$ cat src/rtl/dcache_wb.sv
// Direct-mapped, write-back, write-allocate data cache with 16-byte lines.
// Optional hit/miss/writeback counters are enabled with DCACHE_WB_STATS_EN.
module dcache_wb #(
    parameter int unsigned NUM_LINES = 16
) (
    input  logic         clk,
    input  logic         reset,
    input  logic         in_read_en,
    input  logic         in_write_en,
    input  logic [31:0]  in_addr,
    input  logic [31:0]  in_write_data,
    input  logic [3:0]   in_byte_en,
    output logic [31:0]  out_read_data,
    output logic         out_stall,
    output logic         out_mem_read_en,
    output logic         out_mem_write_en,
    output logic [31:0]  out_mem_addr,
    output logic [127:0] out_mem_write_data,
    input  logic [127:0] in_mem_read_data,
    input  logic         in_mem_ready
`ifdef DCACHE_WB_STATS_EN
    ,
    output logic [31:0]  out_hit_count,
    output logic [31:0]  out_miss_count,
    output logic [31:0]  out_wb_count
`endif
);

    localparam int unsigned INDEX_W  = $clog2(NUM_LINES);
    localparam int unsigned OFFSET_W = 4;
    localparam int unsigned TAG_W    = 32 - INDEX_W - OFFSET_W;

    typedef enum logic [1:0] {
        S_LOOKUP    = 2'd0,
        S_WRITEBACK = 2'd1,
        S_REFILL    = 2'd2,
        S_RESPOND   = 2'd3
    } state_t;

    state_t r_state;
    state_t w_next_state;

    logic [127:0]         r_data  [NUM_LINES];
    logic [TAG_W-1:0]     r_tag   [NUM_LINES];
    logic [NUM_LINES-1:0] r_valid;
    logic [NUM_LINES-1:0] r_dirty;

    logic [1:0]         w_word;
    logic [INDEX_W-1:0] w_index;
    logic [TAG_W-1:0]   w_tag;
    logic               w_req;
    logic               w_is_load;
    logic               w_hit;
    logic               w_lookup_hit;
    logic               w_miss;
    logic               w_store_commit;
    logic [127:0]       w_line;
    logic [31:0]        w_word_rd;
    logic [31:0]        w_byte_mask;
    logic [127:0]       w_new_line;
    logic               w_unused;

    assign w_word    = in_addr[3:2];
    assign w_index   = in_addr[OFFSET_W +: INDEX_W];
    assign w_tag     = in_addr[31 -: TAG_W];
    assign w_unused  = ^in_addr[1:0];
    assign w_req     = in_read_en | in_write_en;
    assign w_is_load = in_read_en & ~in_write_en;

    assign w_line       = r_data[w_index];
    assign w_word_rd    = w_line[{w_word, 5'b0} +: 32];
    assign w_hit        = w_req & r_valid[w_index] & (r_tag[w_index] == w_tag);
    assign w_lookup_hit = ~reset & (r_state == S_LOOKUP) & w_hit;
    assign w_miss       = ~reset & (r_state == S_LOOKUP) & w_req & ~w_hit;

    // Stores commit on a lookup hit or in the cycle after a refill.
    assign w_store_commit = ~reset & in_write_en &
                            ((r_state == S_LOOKUP && w_hit) || r_state == S_RESPOND);

    assign w_byte_mask = {{8{in_byte_en[3]}}, {8{in_byte_en[2]}},
                          {8{in_byte_en[1]}}, {8{in_byte_en[0]}}};

    // Line with the enabled store bytes merged into the selected word.
    always_comb begin
        w_new_line = w_line;
        w_new_line[{w_word, 5'b0} +: 32] = (w_word_rd & ~w_byte_mask) |
                                           (in_write_data & w_byte_mask);
    end

    always_ff @(posedge clk) begin
        if (reset) begin
            r_state <= S_LOOKUP;
        end else begin
            r_state <= w_next_state;
        end
    end

    // Next state and all core/memory-facing outputs.
    always_comb begin
        w_next_state       = r_state;
        out_stall          = 1'b0;
        out_read_data      = 32'h0;
        out_mem_read_en    = 1'b0;
        out_mem_write_en   = 1'b0;
        out_mem_addr       = 32'h0;
        out_mem_write_data = 128'h0;
        case (r_state)
            S_LOOKUP: begin
                if (w_req && !w_hit) begin
                    out_stall    = 1'b1;
                    w_next_state = (r_valid[w_index] && r_dirty[w_index]) ?
                                   S_WRITEBACK : S_REFILL;
                end else if (w_hit && w_is_load) begin
                    out_read_data = w_word_rd;
                end
            end
            S_WRITEBACK: begin
                out_stall          = 1'b1;
                out_mem_write_en   = ~in_mem_ready;
                out_mem_addr       = {r_tag[w_index], w_index, 4'b0};
                out_mem_write_data = w_line;
                if (in_mem_ready) begin
                    w_next_state = S_REFILL;
                end
            end
            S_REFILL: begin
                out_stall       = 1'b1;
                out_mem_read_en = ~in_mem_ready;
                out_mem_addr    = {w_tag, w_index, 4'b0};
                if (in_mem_ready) begin
                    w_next_state = S_RESPOND;
                end
            end
            S_RESPOND: begin
                w_next_state = S_LOOKUP;
                if (w_is_load) begin
                    out_read_data = w_word_rd;
                end
            end
            default: w_next_state = S_LOOKUP;
        endcase
        // Reset forces idle outputs immediately so memory never sees a stale enable.
        if (reset) begin
            w_next_state       = S_LOOKUP;
            out_stall          = 1'b0;
            out_read_data      = 32'h0;
            out_mem_read_en    = 1'b0;
            out_mem_write_en   = 1'b0;
            out_mem_addr       = 32'h0;
            out_mem_write_data = 128'h0;
        end
    end

    always_ff @(posedge clk) begin
        if (reset) begin
            r_valid <= '0;
            r_dirty <= '0;
        end else begin
            case (r_state)
                S_LOOKUP: begin
                    if (w_store_commit) r_dirty[w_index] <= 1'b1;
                end
                S_WRITEBACK: begin
                    if (in_mem_ready) r_dirty[w_index] <= 1'b0;
                end
                S_REFILL: begin
                    if (in_mem_ready) begin
                        r_valid[w_index] <= 1'b1;
                        r_dirty[w_index] <= 1'b0;
                    end
                end
                S_RESPOND: begin
                    if (w_store_commit) r_dirty[w_index] <= 1'b1;
                end
                default: ;
            endcase
        end
    end

    // Data and tag arrays carry no reset; validity is tracked separately.
    always_ff @(posedge clk) begin
        if (!reset && r_state == S_REFILL && in_mem_ready) begin
            r_data[w_index] <= in_mem_read_data;
            r_tag[w_index]  <= w_tag;
        end else if (w_store_commit) begin
            r_data[w_index] <= w_new_line;
        end
    end

`ifdef DCACHE_WB_STATS_EN
    logic [31:0] r_hit_count;
    logic [31:0] r_miss_count;
    logic [31:0] r_wb_count;

    // Saturating event counters.
    always_ff @(posedge clk) begin
        if (reset) begin
            r_hit_count  <= 32'h0;
            r_miss_count <= 32'h0;
            r_wb_count   <= 32'h0;
        end else begin
            if (w_lookup_hit && r_hit_count != 32'hFFFF_FFFF)
                r_hit_count <= r_hit_count + 32'd1;
            if (w_miss && r_miss_count != 32'hFFFF_FFFF)
                r_miss_count <= r_miss_count + 32'd1;
            if (r_state == S_WRITEBACK && in_mem_ready && r_wb_count != 32'hFFFF_FFFF)
                r_wb_count <= r_wb_count + 32'd1;
        end
    end

    assign out_hit_count  = r_hit_count;
    assign out_miss_count = r_miss_count;
    assign out_wb_count   = r_wb_count;
`endif

endmodule

$ cat config.mk
export PLATFORM = sky130hd
export DESIGN_NAME = dcache_wb
export DESIGN_NICKNAME = d
export VERILOG_FILES = /design/src/rtl/dcache_wb.sv
export SDC_FILE = /design/constraint.sdc
export NUM_CORES = 2
export LEC_CHECK = 0
export BUFFER_PORTS_ARGS = -buffer_cell sky130_fd_sc_hd__clkbuf_2
export CAP_MARGIN = 10
export CORE_MARGIN = 1
export CORE_UTILIZATION = 35
export CTS_BUF_LIST = sky130_fd_sc_hd__clkbuf_4 sky130_fd_sc_hd__clkbuf_8 sky130_fd_sc_hd__clkbuf_16
export CTS_CLUSTER_DIAMETER = 30
export DETAILED_ROUTE_END_ITERATION = 10
export PLACE_DENSITY = 0.5
export SYNTH_ARGS = -nofsm -noshare
export SYNTH_HDL_FRONTEND = slang
export SYNTH_SLANG_ARGS = --single-unit
$ cat constraint.sdc
create_clock -name clk -period 11.1 [get_ports clk]
set_clock_uncertainty 0.1 [all_clocks]
set_input_delay 0.555 -clock clk [delete_from_list [all_inputs] [get_ports clk]]
set_output_delay 0.555 -clock clk [all_outputs]
set_load 0.1 [all_outputs]
# After elaboration in Yosys (flattened, before gate mapping)
# Memory sizes are Yosys's and may differ from the RTL's.
# Cells that the tools add are included.
dict set report word_totals {
  regBits 34
  mem_bits_rw 2432
  out_inout_bits 195
  elab_cells 91
  n_memories 2
}
dict set report classes {
  add_sub_neg 1
  magnitude_cmp 2
  eq_ne 9
  n_shift 3
  muxes 37
  bitwise_logic 18
  reduce_logical 16
}
# memory words width rd rd_clocked_by_memory_dff wr line
set mem_list {}
lappend mem_list {r_data 16 128 1 0 1 43} ;# logic [127:0] r_data [NUM_LINES];
lappend mem_list {r_tag 16 24 1 0 1 44} ;# logic [TAG_W-1:0] r_tag [NUM_LINES];
# op n
set op_table {}
lappend op_table {{$mux 128} 3}
lappend op_table {{$mux 32} 5}
lappend op_table {{$bwmux 128} 1}
lappend op_table {{$pmux 32 s2} 2}
lappend op_table {{$shift 32x9->128 const A} 1}
lappend op_table {{$shiftx 128x8->32} 1}
lappend op_table {{$shiftx 32x9->128} 1}
lappend op_table {{$and 32x32->32} 2}
lappend op_table {{$mux 16} 2}
lappend op_table {{$not 32->32} 1}
lappend op_table {{$or 16x16->16} 2}
lappend op_table {{$or 32x32->32} 1}
lappend op_table {{$pmux 16 s2} 1}
lappend op_table {{$eq 24x24->1} 1}
lappend op_table {{$and 16x16->16} 1}
lappend op_table {{$not 16->16} 1}
lappend op_table {{$mux 1} 14}
lappend op_table {{$neg 7->9} 1}
lappend op_table {{$bmux 1 s4} 2}
lappend op_table {{$mux 2} 4}
lappend op_table {{$pmux 2 s4} 1}
lappend op_table {{$logic_and 1x1->1} 7}
lappend op_table {{$ne 2x1->1 const B} 3}
lappend op_table {{$and 1x1->1} 5}
lappend op_table {{15 further kinds} 23}

# Depth between registers and ports, before layout
dict set report depth {
  ltp_word 11
  ltp_mapped 15
  mapped_depth_nobuf 9
}

# Worst setup path before layout
# OpenSTA, ideal clock, no wires.
dict set report synth_path {
  path_kind {input -> register}
  start {input in_addr[7]}
  end {memory r_data[12][0] (enable)}
  setup_ns 0.617
  arrival_ns 8.702
  setup_slack_ns 1.680
  stages 13
  n_path_buf 5
  path_cell_list {buf_4 buf_2 buf_4 buf_4 mux4_2 o21ai_0 o211ai_1 nor4b_1 nand4_1 o41ai_4 a21boi_1 clkbuf_1 nor2_1}
}
dict set report synth_between {
  elab_chain_cells 11
  word_cells_on_any_way 13
  cone_classes {1 x eq/ne; 5 x mux; 4 x bitwise; 2 x reduce/logical; 1 x memory}
}
# element line
set synth_rtl {}
lappend synth_rtl {{from (decl)} 10} ;# input logic [31:0] in_addr,
lappend synth_rtl {{parallel branches: the longest is 11 deep, another holds $mem_v2 16x24} -}
lappend synth_rtl {{to (decl)} 43}
# Several ways; the timed one is not identified. The select of a mux whose other input is x is not followed.

# Worst setup path in the final report
dict set report layout_path {
  start {input in_addr[7]}
  end {output out_read_data[24]}
}
dict set report layout_between {
  elab_chain_cells 9
  word_cells_on_any_way 16
  cone_classes {1 x eq/ne; 1 x shift; 7 x mux; 2 x bitwise; 3 x reduce/logical; 2 x memory}
}
# element line
set layout_rtl {}
lappend layout_rtl {{parallel branches: the longest is 7 deep, another holds $mem_v2 16x128} -}
lappend layout_rtl {{$pmux 32 s2 *} 107} ;# case (r_state)
lappend layout_rtl {{$mux 32 *} 143} ;# if (reset) begin
lappend layout_rtl {{to (decl)} 13} ;# output logic [31:0] out_read_data,
# Every way passes the cells marked *. The select of a mux whose other input is x is not followed.

==> qor.yml <==
outcome: "finished, final reports clean"
fillers: 24300
cp_max_fo: 78
synth_warnings: 0
grt_pass1_wl_um: 451000
setup_tns_ns: 0
synthDistinctLibCells: 76
wl_per_cell_um: 34.1
path_common_cell: "buf_4"
cts_hold_buf: 54
cts_tree: "built"
mostFrequentLayoutCells: "2,432 x edfxtp_1, 739 x mux4_2, 489 x clkbuf_16, 384 x clkbuf_2, 142 x nor3_1"
die_w_um: 536
max-cap-violations: 0
clk_pin_slew_ns: 0.05
cpPeakStageDelay_ns: 0.79
critPathBufInv: 5
syn_area_sq_mm: 0.0999
cp-end-kind: "primary output"
syn_inst: 4691
start_util_pct: 35.3
fp.coreArea_sq_mm: 0.283
worst_slack_ns: 4.22
grt_pass1_vias: 55000
groute.usage.overall_pct: 22.7
ys_seq_area_share_pct: 73.8
die_y_um: 536
crit_chain: "buf_8, buf_4, buf_4, mux4_2, a22oi_1, nand2_1, xor2_1, nor4_1, nand4_1, o41ai_4, nand4_1, buf_4, nor2_1, clkbuf_2"
finalHoldViolations: 0
setup_violations: 0
fin_nets: 5703
htree_levels: 5
dr.pass1.iters: 6
clock.fmax_mhz: 145
drc: 0
critical_path_class: "in2out"
rsz0062_at_grt: "false"
gp_congestion: 0.852
cp.arrival_ns: 6.23
drive_gt1_share_pct: 39.2
crit_slowest_cell: "buf_4"
ys_ff_latch: 2466
rows: 195
dieArea_sq_mm: 0.288
grt_start_max_net_pins: 112
utilization_pct: 44.0
postSynthAreaPerCell_sq_um: 21.3
slew_violations: 0
p_leak_uw: 0.0418
slew-limit-headroom_pct: 26.0
vias: 53600
insertion_delay_ns: 0.97
hold_path_class: "in2reg"
layout_commonest_cell: "edfxtp_1"
ios: 396
cts_buffer_depth: 4
power_density_mw_per_mm2: 221
routed_wl_um: 330000
synth_edf_count: 2432
syn2layout_area_growth_pct: 24.6
ctsResizeCount: 0
start_kind: "input port"
ys.flop_type: "edfxtp_1"
cts.sinks: 2466
cts_buffers: 485
cpLargestDelayFamily: "buffers and inverters"
io_buffers: 389
first_iter_violations: 5430
ant_nets: 0
cts_setup_buffers: 0
synthArstFlopShare_pct: 0
tightest_slew_ns: 1.11
cts-root-buf: "clkbuf_16"
required_ns: 10.45
vdd_drop_max_uv: 163
antenna_found_initial: 37
period_share_pct: 62.0
dp_hpwl_um: 190000
pre_cts_slack_ns: 3.67
viasPerCell: 5.53
overflow: 0
period_minus_slack_ns: 6.88
[kinds of logic (layout without fill, tap and decap cells)]
family                     count (synthesis)  count (layout)  synth area share [%]
other                                      1              31               0.00375
DFF                                     2466            2466                  73.8
muxes                                    979             979                  19.6
adders and majority gates                 10              10                 0.125
buffers and inverters                    446            1661                  1.93
xor gates and xnor gates                  28              28                 0.245
and+or+nand+nor                          429             429                  2.03
AOI/OAI and AO/OA                        332             332                  2.25
[synthesized netlist by cell type, drive strengths merged, types with 8 or more instances]
master,count,share of area [%]
a21o,19,0.14
a21oi,43,0.22
a22o,8,0.070
a22oi,21,0.16
a32oi,9,0.079
buf,124,0.72
clkbuf,176,0.66
dfxtp,34,0.68
edfxtp,2432,73
ha,10,0.13
inv,144,0.54
mux2,155,2.1
mux2i,84,0.85
mux4,740,17
nand2,62,0.23
nand3,24,0.13
nor2,139,0.53
nor2b,15,0.094
nor3,142,0.71
o211ai,22,0.17
o21ai,24,0.12
o22ai,135,0.85
xnor2,15,0.13
xor2,13,0.11
[worst paths after layout]
| path | endpoint | slack [ns] | cells after the start | startpoint |
|---|---|---|---|---|
| setup reg to reg | r_data[13][126] | 5.38 | 9 | r_tag[10][9] |
| hold / removal | r_data[2][28] | 0.04 | 2 | in_mem_read_data[28] |
| setup / recovery | out_read_data[24] | 4.22 | 14 | in_addr[7] |
| hold reg to reg | r_valid[12] | 0.35 | 1 | r_valid[12] |
[report_power, final]
group,switching [uW],internal (uW)
logic,1740,624
registers,18.4,10400
clock network,4870,9880
[per-stage QoR]
step / hold WS [ns] / instances / power (uW) / cell area [sq um]
after global placement: 0.328 / 8694 / 12900 / 107000
after CTS: 0.00181 / 9652 / 27700 / 124000
after detailed placement: 0.339 / 8694 / 12900 / 107000
after global routing: 0.0204 / 9661 / 28200 / 125000
after floorplan: 0.321 / 4694 / 12000 / 99900
final: 0.0421 / 9679 / 27500 / 125000
[state kept, by name (all words and copies together), names as in the netlist, named ones only]
| register | cells |
|---|---|
| r_valid | 16 |
| r_tag | 384 |
| r_data | 2048 |
| r_state | 2 |
[metal layers]
layer | GRT usage, % | vias up | wire length, um
met3 | 3.90 | 548 | 19700
met2 | 38.2 | 2111 | 164000
met5 | 0 | - | 73
li1 | - | 21600 | -
met4 | 9.82 | 12 | 15100
met1 | 29.1 | 29300 | 131000
[area by class of cell]
type | instances | area [sq um] | share of cell area, %
well taps | 3743 | 4680 | 3.76
multi-input cells | 1782 | 24600 | 19.7
flip-flops and latches | 2466 | 73700 | 59.2
clock inverters | 364 | 4180 | 3.35
inverters | 146 | 553 | 0.444
repair buffers | 611 | 4160 | 3.34
diodes | 27 | 67.6 | 0.0542
clock buffers | 540 | 12600 | 10.1
Power figures use the tool's default switching activity.
